### config.mk
export PLATFORM = sky130hd
export DESIGN_NAME = alu_arbiter_flat
export DESIGN_NICKNAME = d
export VERILOG_FILES = /design/src/rtl/alu_arbiter_if.sv /design/src/rtl/alu_arbiter.sv /design/src/flat_wrapper.sv
export SDC_FILE = /design/constraint.sdc
export NUM_CORES = 1
export LEC_CHECK = 0
export CORE_AREA = 10 10 269 271
export CTS_BUF_LIST = sky130_fd_sc_hd__clkbuf_4 sky130_fd_sc_hd__clkbuf_8
export CTS_CLUSTER_SIZE = 12
export DETAILED_ROUTE_END_ITERATION = 16
export DIE_AREA = 0 0 279 281
export PLACE_DENSITY = 0.46
export SLEW_MARGIN = 30
export SYNTH_ARGS = -nofsm -noshare
export SYNTH_HDL_FRONTEND = slang
export SYNTH_SLANG_ARGS = --single-unit
### constraint.sdc
create_clock -name clk -period 2.02 [get_ports clk]
set_clock_uncertainty 0.05 [all_clocks]
set_input_delay 0.404 -clock clk [delete_from_list [all_inputs] [get_ports clk]]
set_output_delay 0.404 -clock clk [all_outputs]
set_load 0.03 [all_outputs]
### src/rtl/alu_arbiter_if.sv
// alu_arbiter_if: request/response channels for both ALU requesters, the registered ALU
// operand bus, status and performance counters. The slave modport is the arbiter; the
// master modport is the surrounding control (requesters plus the ALU itself).
interface alu_arbiter_if #(
    parameter int unsigned DATA_LEN  = 64,
    parameter int unsigned FUNCT_LEN = 4,
    parameter int unsigned TAG_LEN   = 4
);
    logic                 req0_valid;
    logic                 req0_ready;
    logic [DATA_LEN-1:0]  req0_a;
    logic [DATA_LEN-1:0]  req0_b;
    logic [FUNCT_LEN-1:0] req0_funct;
    logic [TAG_LEN-1:0]   req0_tag;

    logic                 req1_valid;
    logic                 req1_ready;
    logic [DATA_LEN-1:0]  req1_a;
    logic [DATA_LEN-1:0]  req1_b;
    logic [FUNCT_LEN-1:0] req1_funct;
    logic [TAG_LEN-1:0]   req1_tag;

    logic                 resp0_valid;
    logic                 resp0_ready;
    logic [DATA_LEN-1:0]  resp0_result;
    logic [TAG_LEN-1:0]   resp0_tag;

    logic                 resp1_valid;
    logic                 resp1_ready;
    logic [DATA_LEN-1:0]  resp1_result;
    logic [TAG_LEN-1:0]   resp1_tag;

    logic [DATA_LEN-1:0]  alu_a;
    logic [DATA_LEN-1:0]  alu_b;
    logic [FUNCT_LEN-1:0] alu_funct;
    logic [DATA_LEN-1:0]  alu_result;

    logic                 busy;
    logic [31:0]          perf_grant0;
    logic [31:0]          perf_grant1;
    logic [31:0]          perf_conflict;

    modport slave (
        input  req0_valid, req0_a, req0_b, req0_funct, req0_tag,
        input  req1_valid, req1_a, req1_b, req1_funct, req1_tag,
        input  resp0_ready, resp1_ready, alu_result,
        output req0_ready, req1_ready,
        output resp0_valid, resp0_result, resp0_tag,
        output resp1_valid, resp1_result, resp1_tag,
        output alu_a, alu_b, alu_funct,
        output busy, perf_grant0, perf_grant1, perf_conflict
    );

    modport master (
        output req0_valid, req0_a, req0_b, req0_funct, req0_tag,
        output req1_valid, req1_a, req1_b, req1_funct, req1_tag,
        output resp0_ready, resp1_ready, alu_result,
        input  req0_ready, req1_ready,
        input  resp0_valid, resp0_result, resp0_tag,
        input  resp1_valid, resp1_result, resp1_tag,
        input  alu_a, alu_b, alu_funct,
        input  busy, perf_grant0, perf_grant1, perf_conflict
    );
endinterface

### src/rtl/alu_arbiter.sv
// alu_arbiter: shares one combinational ALU between the execute stage (port 0) and the
// branch/compare unit (port 1). Round-robin arbitration, one operation in flight, result
// returned to the issuing port with valid/ready backpressure.
// Optional performance counters are built when ALU_ARB_PERF_EN is defined; otherwise the
// perf ports read zero.
module alu_arbiter #(
    parameter int unsigned DATA_LEN  = 64,
    parameter int unsigned FUNCT_LEN = 4,
    parameter int unsigned TAG_LEN   = 4
) (
    input logic          clk,
    input logic          rst,
    alu_arbiter_if.slave bus
);

    typedef enum logic [1:0] {StIdle, StExec, StResp} state_e;

    state_e               state_q, state_d;
    logic                 last_grant_q;
    logic                 owner_q;
    logic [DATA_LEN-1:0]  alu_a_q;
    logic [DATA_LEN-1:0]  alu_b_q;
    logic [FUNCT_LEN-1:0] alu_funct_q;
    logic [TAG_LEN-1:0]   tag_q;

    logic                 resp0_valid_q, resp1_valid_q;
    logic [DATA_LEN-1:0]  resp0_result_q, resp1_result_q;
    logic [TAG_LEN-1:0]   resp0_tag_q, resp1_tag_q;

    logic                 grant0, grant1;
    logic                 resp_hs;

    // Round-robin winner: a lone requester wins, on conflict the port not granted last.
    always_comb begin
        grant0  = bus.req0_valid && (!bus.req1_valid || last_grant_q);
        grant1  = bus.req1_valid && (!bus.req0_valid || !last_grant_q);
        resp_hs = owner_q ? (resp1_valid_q && bus.resp1_ready)
                          : (resp0_valid_q && bus.resp0_ready);
    end

    // State register.
    always_ff @(posedge clk or negedge rst) begin
        if (!rst) begin
            state_q <= StIdle;
        end else begin
            state_q <= state_d;
        end
    end

    // Next-state: accept in IDLE, one EXEC cycle, wait in RESP for the owner to consume.
    always_comb begin
        state_d = state_q;
        unique case (state_q)
            StIdle:  if (grant0 || grant1) state_d = StExec;
            StExec:  state_d = StResp;
            StResp:  if (resp_hs) state_d = StIdle;
            default: state_d = StIdle;
        endcase
    end

    // Outputs: readys only in IDLE and only to the winner; registered buses pass through.
    always_comb begin
        bus.req0_ready   = (state_q == StIdle) && grant0;
        bus.req1_ready   = (state_q == StIdle) && grant1;
        bus.busy         = (state_q != StIdle);
        bus.alu_a        = alu_a_q;
        bus.alu_b        = alu_b_q;
        bus.alu_funct    = alu_funct_q;
        bus.resp0_valid  = resp0_valid_q;
        bus.resp0_result = resp0_result_q;
        bus.resp0_tag    = resp0_tag_q;
        bus.resp1_valid  = resp1_valid_q;
        bus.resp1_result = resp1_result_q;
        bus.resp1_tag    = resp1_tag_q;
    end

    // Operand capture on request handshake; the round-robin pointer follows the winner.
    always_ff @(posedge clk or negedge rst) begin
        if (!rst) begin
            last_grant_q <= 1'b1;
            owner_q      <= 1'b0;
            alu_a_q      <= '0;
            alu_b_q      <= '0;
            alu_funct_q  <= '0;
            tag_q        <= '0;
        end else if (state_q == StIdle) begin
            if (grant0) begin
                alu_a_q      <= bus.req0_a;
                alu_b_q      <= bus.req0_b;
                alu_funct_q  <= bus.req0_funct;
                tag_q        <= bus.req0_tag;
                owner_q      <= 1'b0;
                last_grant_q <= 1'b0;
            end else if (grant1) begin
                alu_a_q      <= bus.req1_a;
                alu_b_q      <= bus.req1_b;
                alu_funct_q  <= bus.req1_funct;
                tag_q        <= bus.req1_tag;
                owner_q      <= 1'b1;
                last_grant_q <= 1'b1;
            end
        end
    end

    // Result capture at the end of EXEC; valid drops once the owner consumes it.
    always_ff @(posedge clk or negedge rst) begin
        if (!rst) begin
            resp0_valid_q  <= 1'b0;
            resp0_result_q <= '0;
            resp0_tag_q    <= '0;
            resp1_valid_q  <= 1'b0;
            resp1_result_q <= '0;
            resp1_tag_q    <= '0;
        end else if (state_q == StExec) begin
            if (owner_q) begin
                resp1_valid_q  <= 1'b1;
                resp1_result_q <= bus.alu_result;
                resp1_tag_q    <= tag_q;
            end else begin
                resp0_valid_q  <= 1'b1;
                resp0_result_q <= bus.alu_result;
                resp0_tag_q    <= tag_q;
            end
        end else if ((state_q == StResp) && resp_hs) begin
            if (owner_q) begin
                resp1_valid_q <= 1'b0;
            end else begin
                resp0_valid_q <= 1'b0;
            end
        end
    end

`ifdef ALU_ARB_PERF_EN
    logic [31:0] perf_grant0_q, perf_grant1_q, perf_conflict_q;

    // Free-running wrap-around counters of grants and dual-request IDLE cycles.
    always_ff @(posedge clk or negedge rst) begin
        if (!rst) begin
            perf_grant0_q   <= '0;
            perf_grant1_q   <= '0;
            perf_conflict_q <= '0;
        end else if (state_q == StIdle) begin
            if (grant0) perf_grant0_q <= perf_grant0_q + 32'd1;
            if (grant1) perf_grant1_q <= perf_grant1_q + 32'd1;
            if (bus.req0_valid && bus.req1_valid) perf_conflict_q <= perf_conflict_q + 32'd1;
        end
    end

    assign bus.perf_grant0   = perf_grant0_q;
    assign bus.perf_grant1   = perf_grant1_q;
    assign bus.perf_conflict = perf_conflict_q;
`else
    assign bus.perf_grant0   = 32'd0;
    assign bus.perf_grant1   = 32'd0;
    assign bus.perf_conflict = 32'd0;
`endif

endmodule
### src/flat_wrapper.sv
// flat-port wrapper written by rule: the top's interface ports become plain ports
module alu_arbiter_flat 
#(
    parameter int unsigned DATA_LEN  = 64,
    parameter int unsigned FUNCT_LEN = 4,
    parameter int unsigned TAG_LEN   = 4
)
  (clk, rst, bus_req0_valid, bus_req0_a, bus_req0_b, bus_req0_funct, bus_req0_tag, bus_req1_valid, bus_req1_a, bus_req1_b, bus_req1_funct, bus_req1_tag, bus_resp0_ready, bus_resp1_ready, bus_alu_result, bus_req0_ready, bus_req1_ready, bus_resp0_valid, bus_resp0_result, bus_resp0_tag, bus_resp1_valid, bus_resp1_result, bus_resp1_tag, bus_alu_a, bus_alu_b, bus_alu_funct, bus_busy, bus_perf_grant0, bus_perf_grant1, bus_perf_conflict);
  alu_arbiter_if #(.DATA_LEN(DATA_LEN), .FUNCT_LEN(FUNCT_LEN), .TAG_LEN(TAG_LEN)) bus_i ();
  input logic clk;
  input logic rst;
  input wire logic [$bits(bus_i.req0_valid)-1:0] bus_req0_valid;
  input wire logic [$bits(bus_i.req0_a)-1:0] bus_req0_a;
  input wire logic [$bits(bus_i.req0_b)-1:0] bus_req0_b;
  input wire logic [$bits(bus_i.req0_funct)-1:0] bus_req0_funct;
  input wire logic [$bits(bus_i.req0_tag)-1:0] bus_req0_tag;
  input wire logic [$bits(bus_i.req1_valid)-1:0] bus_req1_valid;
  input wire logic [$bits(bus_i.req1_a)-1:0] bus_req1_a;
  input wire logic [$bits(bus_i.req1_b)-1:0] bus_req1_b;
  input wire logic [$bits(bus_i.req1_funct)-1:0] bus_req1_funct;
  input wire logic [$bits(bus_i.req1_tag)-1:0] bus_req1_tag;
  input wire logic [$bits(bus_i.resp0_ready)-1:0] bus_resp0_ready;
  input wire logic [$bits(bus_i.resp1_ready)-1:0] bus_resp1_ready;
  input wire logic [$bits(bus_i.alu_result)-1:0] bus_alu_result;
  output wire logic [$bits(bus_i.req0_ready)-1:0] bus_req0_ready;
  output wire logic [$bits(bus_i.req1_ready)-1:0] bus_req1_ready;
  output wire logic [$bits(bus_i.resp0_valid)-1:0] bus_resp0_valid;
  output wire logic [$bits(bus_i.resp0_result)-1:0] bus_resp0_result;
  output wire logic [$bits(bus_i.resp0_tag)-1:0] bus_resp0_tag;
  output wire logic [$bits(bus_i.resp1_valid)-1:0] bus_resp1_valid;
  output wire logic [$bits(bus_i.resp1_result)-1:0] bus_resp1_result;
  output wire logic [$bits(bus_i.resp1_tag)-1:0] bus_resp1_tag;
  output wire logic [$bits(bus_i.alu_a)-1:0] bus_alu_a;
  output wire logic [$bits(bus_i.alu_b)-1:0] bus_alu_b;
  output wire logic [$bits(bus_i.alu_funct)-1:0] bus_alu_funct;
  output wire logic [$bits(bus_i.busy)-1:0] bus_busy;
  output wire logic [$bits(bus_i.perf_grant0)-1:0] bus_perf_grant0;
  output wire logic [$bits(bus_i.perf_grant1)-1:0] bus_perf_grant1;
  output wire logic [$bits(bus_i.perf_conflict)-1:0] bus_perf_conflict;
  assign bus_i.req0_valid = bus_req0_valid;
  assign bus_i.req0_a = bus_req0_a;
  assign bus_i.req0_b = bus_req0_b;
  assign bus_i.req0_funct = bus_req0_funct;
  assign bus_i.req0_tag = bus_req0_tag;
  assign bus_i.req1_valid = bus_req1_valid;
  assign bus_i.req1_a = bus_req1_a;
  assign bus_i.req1_b = bus_req1_b;
  assign bus_i.req1_funct = bus_req1_funct;
  assign bus_i.req1_tag = bus_req1_tag;
  assign bus_i.resp0_ready = bus_resp0_ready;
  assign bus_i.resp1_ready = bus_resp1_ready;
  assign bus_i.alu_result = bus_alu_result;
  assign bus_req0_ready = bus_i.req0_ready;
  assign bus_req1_ready = bus_i.req1_ready;
  assign bus_resp0_valid = bus_i.resp0_valid;
  assign bus_resp0_result = bus_i.resp0_result;
  assign bus_resp0_tag = bus_i.resp0_tag;
  assign bus_resp1_valid = bus_i.resp1_valid;
  assign bus_resp1_result = bus_i.resp1_result;
  assign bus_resp1_tag = bus_i.resp1_tag;
  assign bus_alu_a = bus_i.alu_a;
  assign bus_alu_b = bus_i.alu_b;
  assign bus_alu_funct = bus_i.alu_funct;
  assign bus_busy = bus_i.busy;
  assign bus_perf_grant0 = bus_i.perf_grant0;
  assign bus_perf_grant1 = bus_i.perf_grant1;
  assign bus_perf_conflict = bus_i.perf_conflict;
  alu_arbiter #(.DATA_LEN(DATA_LEN), .FUNCT_LEN(FUNCT_LEN), .TAG_LEN(TAG_LEN)) u_core (.clk(clk), .rst(rst), .bus(bus_i));
endmodule
==> impl_metrics.ini <==
[yosys]
synth.top_cell.area_share = 0.532
synth_seq_cells = 278
ys_seq_area_frac = 0.534
syn_inst = 1070
synth_area_per_cell_um2 = 12.2
yosys_warnings = 0
synthTopCellsByArea = dfrtp_1 (53%), mux2_2 (10%), a2bb2oi_1 (9.2%)
yosysUniqueCellTypes = 24
synthesis.area_um2 = 13000
synth_largest_area_cell = dfrtp_1

[drt]
ant_nets = 0
avgViaCountPerCell = 4.50
via_count = 11900
wl_per_cell_um = 23.6
drc_errors = 0
drt-pass1-iter-count = 5
drtIter0Drc = 500
wl_um = 62300

[status]
violations = setup timing
outcome = finished, violations left

[critical_path]
crit_fanout = 3
startpoint_type = flop
path_class = reg -> out
crit_arrival_ns = 1.72
cp-end-kind = primary output
critPathRequiredTime_ns = 1.57

[clock_network]
htreeDepth = 2
cts_tree = yes
cts-root-buf = clkbuf_8
path_clk_slew_ns = 0.06
clk_latency_ns = 0.65
cts.sinks = 278
cts_buffer_depth = 3
cts_made_buffers = 53

[timing]
final-setup-viol-count = 3
period_minus_slack_ns = 2.17
rsz0062_at_grt = true
layout_setup_ws_ns = -0.154
finalCritPeriodShare = 1.08
holdWs_ns = 0.168
fmax_mhz = 460
finalMaxSlewViolations = 0
timing.final.hold_violations = 0

[place]
io_buffer_count = 614
dpl.hpwl_um = 47300
gp_congestion = 0.866
place_ws_ns = -0.153
placement.cell_area_um2 = 20500

[power_and_ir_drop]
leakage_nw = 9.01
seq_power_share = 0.273
power_density_nw_per_um2 = 1710
p_int_w = 0.0205
p_switching_w = 0.0164
switching_share = 0.445
clockPowerShare = 0.168
pwr-share-comb = 0.559
vdd_drop_max_uv = 1130

[cells_and_area]
mostFrequentLayoutCells = clkdlybuf4s50_1 (339), dfrtp_1 (275), dlygate4sd2_1 (236)
finalNetCount = 2068
layout_commonest_cell = clkdlybuf4s50_1
syn_to_final_growth_pct = 66.0
fin_area_um2 = 21600
drive_gt1_frac = 0.209

[die]
ioPinCount = 711
initial_core_util = 0.195
die_h_um = 281
num_rows = 95
core_um2 = 66800
die_width_um = 279
dieArea_um2 = 78400

[grt]
grt_max_degree = 70
grtUsageTotal = 0.152
grt_pass1_vias = 13100
grt_pass1_wl_um = 91000
antenna_found_initial = 9
grt_overflow = 0

[hold_path]
min_path_type = in -> reg

[flow_run]
drv_cap = 0
[path summary, 6_finish.rpt]
kind	start	slack, ns	cells past startpoint	end
setup reg to reg	u_core.state_q[1]	0.10	5	u_core.bus.resp0_result[15]
hold / removal	bus_req0_valid	0.17	3	u_core.bus.alu_a[20]
max in group asynchronous	rst	0.93	3	u_core.bus.alu_b[32]
hold reg to reg	u_core.bus.resp0_result[1]	0.45	1	u_core.bus.resp0_result[1]
min in group asynchronous	rst	0.21	2	u_core.bus.resp0_tag[0]
setup / recovery	u_core.state_q[0]	-0.15	5	bus_req1_ready
[synthesized netlist by cell type (all sizes together)]
cell type / n
a21oi: 6
a2bb2oi: 137
a311oi: 136
a31oi: 1
buf: 134
clkbuf: 82
conb: 1
dfrtp: 277
dfstp: 1
inv: 5
mux2: 136
nand2: 4
nand2b: 3
nand3: 1
nor2: 5
nor2b: 1
o2111ai: 1
o21ai: 138
or2: 1
[sequential cells by signal (all words and copies together), names as in the netlist, 2 cells and up]
| name | count |
|---|---|
| u_core.tag_q | 4 |
| u_core.state_q | 2 |
| u_core.bus.alu_funct | 4 |
| u_core.bus.resp0_result | 64 |
| u_core.bus.alu_a | 64 |
| u_core.bus.resp1_result | 64 |
| u_core.bus.resp1_tag | 4 |
| u_core.bus.alu_b | 64 |
| u_core.bus.resp0_tag | 4 |
[layout make-up]
class                           instances  area, µm²
Sequential cell                       278       6960
Fill cell                            6816      45200
Inverter                                5       27.5
Multi-Input combinational cell        666       5230
Clock buffer                           85       1090
Timing Repair Buffer                  722       7130
Antenna cell                            7       17.5
Tap cell                              873       1090
Clock inverter                          7       88.8
[stage by stage]
| stage | util | power, W | TNS [ns] | std cells |
|---|---|---|---|---|
| global placement | 0.307 | 0.0323 | -1.81 | 2523 |
| floorplan | - | 0.0223 | 0 | 1165 |
| detailed placement | 0.307 | 0.0324 | -3.32 | 2523 |
| global route | 0.324 | 0.0389 | -0.719 | 2642 |
| CTS | 0.322 | 0.0372 | -0.751 | 2624 |
| finish | 0.324 | 0.0369 | -0.425 | 2643 |
[layer usage]
layer / GRT usage / part of all wire / vias up
li1: - / - / 5263
met1: 0.159 / 0.36 / 5966
met2: 0.273 / 0.52 / 553
met3: 0.0557 / 0.089 / 102
met4: 0.0591 / 0.032 / 4
met5: 0 / 0.00050 / -
[power by group through the flow]
| stage | clock network (W) | registers [W] | logic (W) |
|---|---|---|---|
| floorplan | 0 | 0.0154 | 0.00683 |
| global placement | 0 | 0.0102 | 0.0221 |
| detailed placement | 0 | 0.0102 | 0.0222 |
| CTS | 0.00649 | 0.0101 | 0.0206 |
| global route | 0.00673 | 0.0105 | 0.0218 |
| finish | 0.00620 | 0.0101 | 0.0206 |
[cell families (layout without fill, tap and decap cells)]
group | Yosys count | after routing | synth area share
multiplexers | 136 | 136 | 0.123
other | 1 | 103 | 0.000288
flip-flops | 278 | 278 | 0.534
AO/OA/AOI/OAI | 419 | 419 | 0.240
AND/OR/NAND/NOR | 15 | 15 | 0.00538
buffers and inverters | 221 | 819 | 0.0968
[worst max-delay path, stage by stage (launching register included)]
cell     delay (ns)
dfrtp_2        0.42
nor2_4         0.18
nand2_2        0.08
a21oi_2        0.14
buf_6          0.14
buf_12         0.11
[repair_timing]
item / in CTS / in global routing
hold endpoints to repair: 227 / 0
resized for setup: 313 / 16
setup endpoints to repair: 273 / 13
gates cloned: 1 / 0
setup buffers: 6 / 12
hold buffers: 2 / 0
pin swaps: 3 / 0
(Power assumes the default switching activity.)
